$ cat config.mk
export PLATFORM = sky130hd
export DESIGN_NAME = mcp3008_responder
export DESIGN_NICKNAME = d
export VERILOG_FILES = /design/src/rtl/mcp3008_responder.sv
export SDC_FILE = /design/constraint.sdc
export NUM_CORES = 1
export LEC_CHECK = 0
export CAP_MARGIN = 15
export CORE_ASPECT_RATIO = 0.7
export CORE_MARGIN = 4
export CORE_UTILIZATION = 44
export CTS_CLUSTER_SIZE = 30
export DETAILED_ROUTE_END_ITERATION = 10
export PLACE_DENSITY_LB_ADDON = 0.3
export SKIP_CTS_REPAIR_TIMING = 1
export SLEW_MARGIN = 10
export SYNTH_ARGS = -nofsm -noshare
export SYNTH_HDL_FRONTEND = slang
export SYNTH_SLANG_ARGS = --single-unit
$ cat constraint.sdc
create_clock -name clk -period 2.44 [get_ports clk]
set_input_delay 0.488 -clock clk [delete_from_list [all_inputs] [get_ports clk]]
set_output_delay 0.488 -clock clk [all_outputs]
set_load 0.05 [all_outputs]
$ cat src/rtl/mcp3008_responder.sv
// mcp3008_responder
//   Emulates the MCP3008 SPI slave so the ADC command/readout path can be
//   exercised in-FPGA without the ADC. The SPI pins are oversampled by clk,
//   which must run at least 8x the SPI clock.
//
// Ports
//   clk           in   system clock
//   rst_n         in   synchronous reset, active low
//   ch_data       in   [79:0] channel values, ch_data[10*k+9:10*k] = channel k
//   mcp_dclk      in   SPI clock from the initiator (async)
//   mcp_cs_n      in   chip select, active low (async)
//   mcp_din       in   command bits from the initiator (async)
//   mcp_dout      out  response data, 0 whenever mcp_dout_oe is 0
//   mcp_dout_oe   out  output enable for the dout pad
//   conv_done     out  1-clk pulse when B0 (MSB-first) is placed on mcp_dout
//   conv_channel  out  [2:0] channel from the last command
//   conv_sgl      out  SGL/DIFF bit from the last command
//   frame_err     out  1-clk pulse when cs_n rises before B0 was driven
//
// Parameters
//   SYNC_STAGES   synchronizer depth on the three SPI pins (2..3)
//   LSB_TAIL      1: repeat B1..B9 LSB-first after B0; 0: drive 0 after B0
module mcp3008_responder #(
    parameter int SYNC_STAGES = 2,
    parameter int LSB_TAIL    = 1
) (
    input  logic        clk,
    input  logic        rst_n,
    input  logic [79:0] ch_data,
    input  logic        mcp_dclk,
    input  logic        mcp_cs_n,
    input  logic        mcp_din,
    output logic        mcp_dout,
    output logic        mcp_dout_oe,
    output logic        conv_done,
    output logic [2:0]  conv_channel,
    output logic        conv_sgl,
    output logic        frame_err
);

    typedef enum logic [2:0] {
        S_IDLE, S_WAIT_START, S_CMD, S_SAMPLE, S_MSB, S_LSB, S_TAIL
    } state_t;

    logic [SYNC_STAGES-1:0] dclk_sync_q, dclk_sync_d;
    logic [SYNC_STAGES-1:0] cs_sync_q,   cs_sync_d;
    logic [SYNC_STAGES-1:0] din_sync_q,  din_sync_d;
    logic                   dclk_prev_q, dclk_prev_d;

    state_t      state_q, state_d;
    logic [3:0]  cnt_q, cnt_d;
    logic [2:0]  cmd_q, cmd_d;
    logic [9:0]  shreg_q, shreg_d;
    logic        mcp_dout_q, mcp_dout_d;
    logic        mcp_dout_oe_q, mcp_dout_oe_d;
    logic        conv_done_q, conv_done_d;
    logic        frame_err_q, frame_err_d;
    logic [2:0]  conv_channel_q, conv_channel_d;
    logic        conv_sgl_q, conv_sgl_d;

    logic        dclk_s, cs_s, din_s, rise, fall;
    logic [2:0]  sel;
    logic [9:0]  ch_words [8];

    for (genvar k = 0; k < 8; k++) begin : g_words
        assign ch_words[k] = ch_data[10*k +: 10];
    end

    // Stage: pin synchronizers and edge strobes
    always_comb begin
        dclk_sync_d = {dclk_sync_q[SYNC_STAGES-2:0], mcp_dclk};
        cs_sync_d   = {cs_sync_q[SYNC_STAGES-2:0],   mcp_cs_n};
        din_sync_d  = {din_sync_q[SYNC_STAGES-2:0],  mcp_din};
        dclk_s      = dclk_sync_q[SYNC_STAGES-1];
        cs_s        = cs_sync_q[SYNC_STAGES-1];
        din_s       = din_sync_q[SYNC_STAGES-1];
        dclk_prev_d = dclk_s;
        rise        = dclk_s & ~dclk_prev_q;
        fall        = ~dclk_s & dclk_prev_q;
    end

    // Stage: frame state machine
    always_comb begin
        state_d        = state_q;
        cnt_d          = cnt_q;
        cmd_d          = cmd_q;
        shreg_d        = shreg_q;
        mcp_dout_d     = mcp_dout_q;
        mcp_dout_oe_d  = mcp_dout_oe_q;
        conv_done_d    = 1'b0;
        frame_err_d    = 1'b0;
        conv_channel_d = conv_channel_q;
        conv_sgl_d     = conv_sgl_q;
        sel            = {cmd_q[1:0], din_s};

        if (cs_s) begin
            // Deselect beats any dclk edge seen in the same cycle.
            state_d       = S_IDLE;
            mcp_dout_oe_d = 1'b0;
            mcp_dout_d    = 1'b0;
            // B0 has not been driven yet in any of these states.
            if (state_q == S_CMD || state_q == S_SAMPLE || state_q == S_MSB)
                frame_err_d = 1'b1;
        end else begin
            unique case (state_q)
                S_IDLE: begin
                    state_d       = S_WAIT_START;
                    mcp_dout_oe_d = 1'b1;
                    mcp_dout_d    = 1'b0;
                end
                S_WAIT_START: begin
                    if (rise && din_s) begin
                        state_d = S_CMD;
                        cnt_d   = 4'd0;
                    end
                end
                S_CMD: begin
                    if (rise) begin
                        // cmd_q collects SGL, D2, D1; D0 arrives live on din_s.
                        cmd_d = {cmd_q[1:0], din_s};
                        cnt_d = cnt_q + 4'd1;
                        if (cnt_q == 4'd3) begin
                            conv_sgl_d     = cmd_q[2];
                            conv_channel_d = sel;
                            shreg_d        = ch_words[sel];
                            state_d        = S_SAMPLE;
                            cnt_d          = 4'd0;
                        end
                    end
                end
                S_SAMPLE: begin
                    if (fall) begin
                        if (cnt_q == 4'd0) begin
                            cnt_d = 4'd1;
                        end else begin
                            mcp_dout_d = 1'b0;
                            state_d    = S_MSB;
                            cnt_d      = 4'd9;
                        end
                    end
                end
                S_MSB: begin
                    if (fall) begin
                        mcp_dout_d = shreg_q[cnt_q];
                        if (cnt_q == 4'd0) begin
                            conv_done_d = 1'b1;
                            state_d     = (LSB_TAIL != 0) ? S_LSB : S_TAIL;
                            cnt_d       = 4'd1;
                        end else begin
                            cnt_d = cnt_q - 4'd1;
                        end
                    end
                end
                S_LSB: begin
                    if (fall) begin
                        mcp_dout_d = shreg_q[cnt_q];
                        if (cnt_q == 4'd9) state_d = S_TAIL;
                        else               cnt_d   = cnt_q + 4'd1;
                    end
                end
                S_TAIL: begin
                    if (fall) mcp_dout_d = 1'b0;
                end
                default: state_d = S_IDLE;
            endcase
        end
    end

    // Stage: registered state and outputs
    always_ff @(posedge clk) begin
        if (!rst_n) begin
            dclk_sync_q    <= '0;
            cs_sync_q      <= '1;
            din_sync_q     <= '0;
            dclk_prev_q    <= 1'b0;
            state_q        <= S_IDLE;
            cnt_q          <= 4'd0;
            cmd_q          <= 3'd0;
            mcp_dout_q     <= 1'b0;
            mcp_dout_oe_q  <= 1'b0;
            conv_done_q    <= 1'b0;
            frame_err_q    <= 1'b0;
            conv_channel_q <= 3'd0;
            conv_sgl_q     <= 1'b0;
        end else begin
            dclk_sync_q    <= dclk_sync_d;
            cs_sync_q      <= cs_sync_d;
            din_sync_q     <= din_sync_d;
            dclk_prev_q    <= dclk_prev_d;
            state_q        <= state_d;
            cnt_q          <= cnt_d;
            cmd_q          <= cmd_d;
            mcp_dout_q     <= mcp_dout_d;
            mcp_dout_oe_q  <= mcp_dout_oe_d;
            conv_done_q    <= conv_done_d;
            frame_err_q    <= frame_err_d;
            conv_channel_q <= conv_channel_d;
            conv_sgl_q     <= conv_sgl_d;
        end
    end

    // Data word: only loaded on the D0 capture, so no reset needed.
    always_ff @(posedge clk) begin
        shreg_q <= shreg_d;
    end

    assign mcp_dout     = mcp_dout_q;
    assign mcp_dout_oe  = mcp_dout_oe_q;
    assign conv_done    = conv_done_q;
    assign frame_err    = frame_err_q;
    assign conv_channel = conv_channel_q;
    assign conv_sgl     = conv_sgl_q;

endmodule
==> results of run 1 <==
==> area by class of cell <==
| type | instances | area share [%] |
|---|---|---|
| Sequential cell | 35 | 23.0 |
| Clock inverter | 2 | 0.359 |
| Multi-Input combinational cell | 152 | 42.4 |
| Tap cell | 72 | 2.59 |
| Timing Repair Buffer | 102 | 28.6 |
| Inverter | 8 | 0.862 |
| Clock buffer | 6 | 2.19 |
==> cells in the mapped netlist (all sizes together), types with 2 or more instances <==
cell type and count:
a21oi 4, and2 5, and3b 3, buf 9, clkbuf 5, dfxtp 25, edfxtp 10, ha 7
inv 7, mux2 10, mux2i 14, mux4 21, nand2 10, nand2b 7, nand3 4, nand3b 2
nor2 17, nor2b 3, nor3 3, nor3b 3, o21ai 5, o22ai 2, o31ai 2, o41ai 2
or2 2, or3 2, or3b 2
==> cells by family after synthesis <==
logic type,after synthesis,share of synthesized area [%]
muxes,45,30.4
adders and majority gates,7,3.67
DFF,35,33.5
xor gates and xnor gates,2,0.734
and+or+nand+nor,70,17.2
AOI/OAI and AO/OA,28,9.95
buffers and inverters,22,4.56
==> critical path: cells and delay by family (launching register included) <==
family,cells,cell delay (ns)
simple gates,2,0.83
fa+ha+maj,1,0.25
buf+inv,1,0.33
flops,1,0.43
==> power breakdown <==
group	switching, mW	total [mW]	internal [mW]
Sequential	0.00364	0.607	0.604
Combinational	0.0540	0.227	0.173
Clock	0.214	0.425	0.211
Total	0.272	1.26	0.988
==> worst max-delay path by stage <==
stage / from / to / cells past startpoint
after floorplan: cnt_q[1]$_SDFFE_PN0P_ / shreg_q[0]$_DFFE_PP_ / 5
after global placement: cnt_q[1]$_SDFFE_PN0P_ / shreg_q[7]$_DFFE_PP_ / 4
after detailed placement: cnt_q[1]$_SDFFE_PN0P_ / shreg_q[3]$_DFFE_PP_ / 4
after CTS: cnt_q[1]$_SDFFE_PN0P_ / shreg_q[7]$_DFFE_PP_ / 4
after global routing: cnt_q[1]$_SDFFE_PN0P_ / shreg_q[9]$_DFFE_PP_ / 4
final: cnt_q[1]$_SDFFE_PN0P_ / shreg_q[8]$_DFFE_PP_ / 4
==> sequential cells by signal (all words and copies together), names as in the netlist, 2 cells and up <==
signal,cells
shreg_q,10
cnt_q,4
cmd_q,3
conv_channel,3
state_q,3
cs_sync_q,2
dclk_sync_q,2
din_sync_q,2
==> routing by layer <==
layer,GRT usage (%),wire length [um],part of all wire (%)
met1,29.4,2840,45
met2,29.8,2880,45
met3,5.75,618,9.7
met4,3.00,27,0.42
met5,0,0,0
==> impl_metrics.json, run 1 <==
{
  "ys_ff_latch": 35,
  "skew_ns": 0.0150,
  "grt_max_degree": 18,
  "ys.flop_type": "dfxtp_1",
  "syn_inst": 209,
  "ff_latch_area_um2": 801,
  "crit_fanout": 10,
  "insertion_delay_ns": 0.29,
  "critPathLaunchType": "flop",
  "drcViolationCount": 0,
  "antenna_found_initial": 0,
  "finalInstanceArea_um2": 3480,
  "final_common_cell": "clkdlybuf4s50_1",
  "htreeDepth": 2,
  "cpMaxStageDelayCell": "or3b_2",
  "fin_cells": 377,
  "netlist.area_leader.share_pct": 21.0,
  "ant_nets": 0,
  "post-route-util_pct": 66.3,
  "grt_pass1_vias": 2029,
  "hp-start": "cs_sync_q[0]$_SDFF_PN1_",
  "hold-worst-slack_ns": 0.409,
  "period_needed_ns": 2.17,
  "track_usage_pct": 20.0,
  "vias_per_cell": 5.41,
  "setup_viol": 0,
  "ir_worst_vdd_v": 0.000320,
  "reg2reg_depth": 4,
  "synth_top_area_cell": "dfxtp_1",
  "grt_pass1_wl_um": 10300,
  "setup_tns_ns": 0,
  "endpoint_kind": "flop",
  "fmax_mhz": 460,
  "min_path_type": "flop to flop",
  "clock_path_buffers": 2,
  "layout.nets": 396,
  "worstReg2RegEnd": "shreg_q[8]$_DFFE_PP_",
  "worst_pin_slew_ns": 0.622,
  "synth_area_leaders": "dfxtp_1 21%, mux4_2 20%, edfxtp_1 13%, mux2i_1 5.9%, mux2_2 4.7%",
  "holdPathEnd": "cs_sync_q[1]$_SDFF_PN1_",
  "slew_headroom_pct": 58.5,
  "synth_edf_count": 10,
  "fillers": 405,
  "place.port_buffers": 92,
  "root_buffer": "clkbuf_8",
  "p_leak_nw": 1.27,
  "avgSynthCellArea_um2": 11.4,
  "cts_made_buffers": 5,
  "final_cell_mix": "92 x clkdlybuf4s50_1, 25 x dfxtp_1, 21 x mux4_2, 17 x nor2_1, 14 x mux2i_1",
  "pre_cts_ws_ns": 0.306,
  "hold_viol_final": 0,
  "drv_slew": 0,
  "cap_viol_max_count": 0,
  "crit_type": "flop to flop",
  "path_cells": "ha_1 -> or3b_2 -> or2_1 -> inv_1",
  "power.total_mw": 1.26,
  "drive_gt1_share_pct": 21.0,
  "synth.cell_area_um2": 2390,
  "cts_tree": "built",
  "pin_count": 93,
  "hpwl_um": 5270,
  "syn2layout_area_growth_pct": 45.9,
  "start_util_pct": 45.4,
  "synth.distinct_cells": 59,
  "clkTransAtPathRegs_ns": 0.08,
  "critical_path_required_ns": 2.40,
  "rsz0062_at_grt": "no",
  "post_drt_wl_per_cell_um": 16.9,
  "multi_input_area_um2": 1480,
  "setup_ws_ns": 0.267,
  "dieHeight_um": 69.6,
  "min_path_cells": 1,
  "overflow": 0,
  "num_antenna_cells": 0,
  "row_count": 22,
  "place_area_um2": 3400,
  "num_vias": 2040,
  "drt_pre_antenna_iters": 5,
  "fp.dieW_um": 96.1,
  "die-area_um2": 6690,
  "cp.arrival_ns": 2.13,
  "syn_nets": 301,
  "gp_congestion": 0.849,
  "ys_warn_count": 0,
  "status": "complete, no violations",
  "r2r_setup_slack_ns": 0.27,
  "crit_path_max_incr_delay_ns": 0.49,
  "pwr_density_cell_nw_per_um2": 361,
  "reg2reg_from": "cnt_q[1]$_SDFFE_PN0P_",
  "ys_seq_area_share_pct": 33.5,
  "finalCritPeriodShare_pct": 89.0,
  "routed_wl_um": 6370,
  "cts.sinks": 35,
  "drt_iter0_markers": 100,
  "dp_cells": 369,
  "ys_async_sr_fraction_pct": 0,
  "core_um2": 5260
}
Power figures use the tool's default switching activity.
==> inputs of run 2 (changes only) <==
--- a/config.mk
+++ b/config.mk
@@ -8,9 +8,11 @@
 export CAP_MARGIN = 15
 export CORE_ASPECT_RATIO = 0.7
 export CORE_MARGIN = 4
-export CORE_UTILIZATION = 44
+export CORE_UTILIZATION = 55
+export CTS_BUF_LIST = sky130_fd_sc_hd__clkbuf_8 sky130_fd_sc_hd__clkbuf_16
 export CTS_CLUSTER_SIZE = 30
 export DETAILED_ROUTE_END_ITERATION = 10
+export DONT_BUFFER_PORTS = 1
 export PLACE_DENSITY_LB_ADDON = 0.3
 export SKIP_CTS_REPAIR_TIMING = 1
 export SLEW_MARGIN = 10
==> impl_metrics.json, run 2 (synthesized netlist as in run 1, its figures left out) <==
{
  "reg2reg_depth": 5,
  "setup_tns_ns": 0,
  "core_um2": 4040,
  "layout.nets": 299,
  "ant_nets": 0,
  "num_vias": 1661,
  "endpoint_kind": "flop",
  "r2r_setup_slack_ns": 0.18,
  "grt_pass1_wl_um": 8880,
  "min_path_type": "input port to flop",
  "gp_congestion": 0.892,
  "hpwl_um": 4370,
  "drv_slew": 0,
  "setup_viol": 0,
  "slew_headroom_pct": 57.0,
  "cap_viol_max_count": 0,
  "comb_power_share_pct": 7.3,
  "row_count": 19,
  "reg.largest.list": "shreg_q (10), cnt_q (4)",
  "antenna_found_initial": 0,
  "hp-start": "rst_n",
  "path_cells": "nor3b_2 -> nand2_1 -> a2bb2oi_1 -> nor2_1 -> o31ai_1",
  "critical_path_required_ns": 2.62,
  "worstReg2RegEnd": "cnt_q[0]$_SDFFE_PN0P_",
  "drcViolationCount": 0,
  "min_path_cells": 1,
  "reg2reg_from": "state_q[2]$_SDFFE_PP0P_",
  "hold_viol_final": 0,
  "clkPwrFrac_pct": 38.0,
  "cts_tree": "built",
  "largest_reg_flops": 10,
  "num_antenna_cells": 0,
  "insertion_delay_ns": 0.30,
  "grt_max_degree": 23,
  "critPathLaunch": "state_q[2]$_SDFFE_PP0P_",
  "cpMaxStageDelayCell": "dfxtp_1",
  "track_usage_pct": 21.0,
  "critPathLaunchType": "flop",
  "drt_iter0_markers": 193,
  "skew_ns": 0.00542,
  "switching_share_pct": 23.2,
  "pin_count": 93,
  "grt_pass1_vias": 1760,
  "clock_path_buffers": 2,
  "place.port_buffers": 0,
  "p_switching_uw": 259,
  "internal-power_uw": 857,
  "cp.arrival_ns": 2.43,
  "fp.dieW_um": 86.8,
  "final_common_cell": "dfxtp_1",
  "dieHeight_um": 63.1,
  "vias_per_cell": 6.39,
  "worst_pin_slew_ns": 0.644,
  "pwr_density_cell_nw_per_um2": 446,
  "period_needed_ns": 2.26,
  "root_buffer": "clkbuf_8",
  "htreeDepth": 2,
  "fmax_mhz": 443,
  "cts_made_buffers": 5,
  "crit_type": "flop to flop",
  "drive_gt1_share_pct": 27.9,
  "die-area_um2": 5480,
  "clkTransAtPathRegs_ns": 0.07,
  "regMostFlops": "shreg_q",
  "drt_pre_antenna_iters": 4,
  "crit_fanout": 18,
  "post_drt_wl_per_cell_um": 20.9,
  "rsz0062_at_grt": "no",
  "finalCritPeriodShare_pct": 92.4,
  "overflow": 0,
  "start_util_pct": 59.1,
  "p_leak_nw": 0.885,
  "syn2layout_area_growth_pct": 4.71,
  "finalInstanceArea_um2": 2500,
  "routed_wl_um": 5440,
  "status": "complete, no violations",
  "place_area_um2": 2410,
  "final_cell_mix": "25 x dfxtp_1, 21 x mux4_2, 17 x nor2_1, 14 x mux2i_1",
  "crit_path_max_incr_delay_ns": 0.74,
  "seq_power_share_pct": 54.7,
  "ir_worst_vdd_v": 0.000325,
  "cts.sinks": 35,
  "holdPathEnd": "cs_sync_q[0]$_SDFF_PN1_"
}
run 2: stage by stage:
stage / total power [mW] / std cells / util (%) / hold slack (ns) / worst slack, ns
final: 1.12 / 260 / 61.9 / 0.266 / 0.185
after global placement: 0.703 / 252 / 59.7 / 0.392 / 0.382
after detailed placement: 0.705 / 252 / 59.7 / 0.406 / 0.296
after global routing: 1.17 / 260 / 61.9 / 0.256 / 0.120
after CTS: 1.13 / 260 / 61.9 / 0.260 / 0.275
after floorplan: 0.697 / 209 / - / 0.386 / 0.483
run 2: worst max path at each step:
stage | end | slack [ns] | depth (start not counted)
2_1_floorplan | shreg_q[0]$_DFFE_PP_ | 0.48 | 5
5_1_grt | cnt_q[0]$_SDFFE_PN0P_ | 0.12 | 5
3_5_place_dp | shreg_q[6]$_DFFE_PP_ | 0.30 | 4
6_report | cnt_q[0]$_SDFFE_PN0P_ | 0.18 | 5
4_1_cts | shreg_q[3]$_DFFE_PP_ | 0.27 | 4
3_3_place_gp | shreg_q[3]$_DFFE_PP_ | 0.38 | 4
run 2: power by group through the flow:
| stage | sequential, mW | combinational (mW) | clock (mW) |
|---|---|---|---|
| finish | 0.610 | 0.0817 | 0.424 |
| global route | 0.611 | 0.0894 | 0.470 |
| CTS | 0.610 | 0.0827 | 0.435 |
| detailed placement | 0.623 | 0.0821 | 0 |
| global placement | 0.623 | 0.0801 | 0 |
| floorplan | 0.622 | 0.0752 | 0 |
run 2: metal layers:
metal | part of all wire, % | up-vias | GRT usage (%)
met5 | 0 | - | 0
met4 | 1.4 | 0 | 6.81
met3 | 7.9 | 10 | 6.38
met2 | 48 | 72 | 31.8
met1 | 42 | 789 | 28.8
li1 | - | 790 | -
run 2: worst max-delay path, delay by kind of cell (launching register included):
| kind | cells | cell delay (ns) |
|---|---|---|
| AND/OR/NAND/NOR | 3 | 0.87 |
| AO/OA/AOI/OAI | 2 | 0.54 |
| flip-flops | 1 | 0.74 |
run 2: layout make-up:
class | count | area (um^2)
fillers | 329 | 1540
multi-input cells | 152 | 1480
flip-flops and latches | 35 | 801
clock buffers | 5 | 68.8
well taps | 52 | 65.1
repair buffers | 5 | 37.5
inverters | 8 | 30.0
clock inverters | 3 | 20.0
==> inputs of run 3 (changes only) <==
--- a/config.mk
+++ b/config.mk
@@ -14,6 +14,7 @@
 export DETAILED_ROUTE_END_ITERATION = 10
 export DONT_BUFFER_PORTS = 1
 export PLACE_DENSITY_LB_ADDON = 0.3
+export SETUP_SLACK_MARGIN = 0.5
 export SKIP_CTS_REPAIR_TIMING = 1
 export SLEW_MARGIN = 10
 export SYNTH_ARGS = -nofsm -noshare
==> impl_metrics.json, run 3 (synthesized netlist as in run 1, its figures left out) <==
{
  "status": "complete, no violations",
  "crit_fanout": 5,
  "rsz0062_at_grt": "yes",
  "post-route-util_pct": 63.8,
  "die-area_um2": 5480,
  "cts_made_buffers": 5,
  "pre_cts_ws_ns": 0.360,
  "ant_nets": 0,
  "dp_cells": 251,
  "drt_iter0_markers": 138,
  "root_buffer": "clkbuf_8",
  "drive_gt1_share_pct": 34.1,
  "syn2layout_area_growth_pct": 7.96,
  "gp_congestion": 0.843,
  "overflow": 0,
  "skew_ns": 0.00387,
  "critical_path_required_ns": 2.66,
  "hold_viol_final": 0,
  "dieHeight_um": 63.1,
  "fin_cells": 263,
  "crit_type": "flop to flop",
  "fp.dieW_um": 86.8,
  "p_leak_nw": 0.905,
  "cp.arrival_ns": 2.14,
  "regMostFlops": "shreg_q",
  "setup_tns_ns": 0,
  "setup_ws_ns": 0.524,
  "critPathLaunchType": "flop",
  "pin_count": 93,
  "grt_pass1_wl_um": 8800,
  "finalInstanceArea_um2": 2580,
  "grt_pass1_vias": 1649,
  "drv_slew": 0,
  "insertion_delay_ns": 0.29,
  "routed_wl_um": 5860,
  "cts_tree": "built",
  "finalCritPeriodShare_pct": 78.5,
  "hpwl_um": 4490,
  "vias_per_cell": 6.61,
  "drcViolationCount": 0,
  "antenna_found_initial": 0,
  "layout.nets": 302,
  "worst_pin_slew_ns": 0.577,
  "post_drt_wl_per_cell_um": 22.3,
  "clock_path_buffers": 2,
  "ir_worst_vdd_v": 0.000308,
  "pwr_density_cell_nw_per_um2": 429,
  "core_um2": 4040,
  "cap_viol_max_count": 0,
  "reg.largest.list": "shreg_q (10), cnt_q (4)",
  "min_path_type": "input port to flop",
  "endpoint_kind": "flop",
  "num_vias": 1739,
  "place_area_um2": 2410,
  "final_cell_mix": "21 x mux4_2, 20 x dfxtp_1, 17 x nor2_1, 14 x mux2i_1",
  "power.total_mw": 1.11,
  "num_antenna_cells": 0,
  "fmax_mhz": 522,
  "slew_headroom_pct": 61.5,
  "cts.sinks": 35,
  "final_common_cell": "mux4_2",
  "row_count": 19,
  "clkTransAtPathRegs_ns": 0.07,
  "htreeDepth": 2,
  "grt_max_degree": 24,
  "hold-worst-slack_ns": 0.269,
  "setup_viol": 0,
  "drt_pre_antenna_iters": 4,
  "period_needed_ns": 1.92,
  "place.port_buffers": 0,
  "start_util_pct": 59.1,
  "largest_reg_flops": 10,
  "fillers": 317,
  "track_usage_pct": 21.0
}
==> run 3: cell count changes in the layout (fill, tap and decap cells not counted), sizes merged <==
cell,before,now
clkinv,3,2
buf,5,7
inv,7,8
clkinvlp,1,2
==> run 3: area by class of cell <==
cell class	count	area (um^2)	share of cell area [%]
clock inverter	3	15.0	0.582
sequential	35	815	31.6
clock buffer	5	68.8	2.67
multi-input combinational	152	1510	58.7
timing repair inverter	1	7.51	0.291
timing repair buffer	7	60.1	2.33
tap	52	65.1	2.52
inverter	8	33.8	1.31
==> run 3: routing by layer <==
layer | up-vias | GRT usage (%) | part of all wire (%)
li1 | 792 | - | -
met1 | 825 | 29.0 | 41
met2 | 111 | 30.3 | 47
met3 | 11 | 8.33 | 11
met4 | 0 | 6.42 | 1.1
met5 | - | 0 | 0
==> run 3: path summary, 6_finish.rpt <==
kind / start / slack, ns / endpoint / cells after the start
min reg2reg: cs_sync_q[0]$_SDFF_PN1_ / 0.43 / cs_sync_q[1]$_SDFF_PN1_ / 1
max reg2reg: cnt_q[0]$_SDFFE_PN0P_ / 0.52 / cnt_q[2]$_SDFFE_PN0P_ / 7
max: cnt_q[0]$_SDFFE_PN0P_ / 0.52 / cnt_q[2]$_SDFFE_PN0P_ / 7
min: rst_n / 0.27 / cs_sync_q[1]$_SDFF_PN1_ / 1
==> run 3: worst max-delay path, cell delays in order (launching register included) <==
cell and delay, ns:
dfxtp_4 0.37, buf_6 0.12, ha_1 0.19, and3b_2 0.24, a221oi_4 0.29, o21ai_4 0.12
a311o_1 0.35, a211oi_2 0.16
==> run 3: report_power, final <==
group          leakage, nW  total (mW)  switching [mW]  internal [mW]
combinational        0.559      0.0830          0.0283         0.0547
clock               0.0496       0.415           0.219          0.196
sequential           0.296       0.608         0.00778          0.601
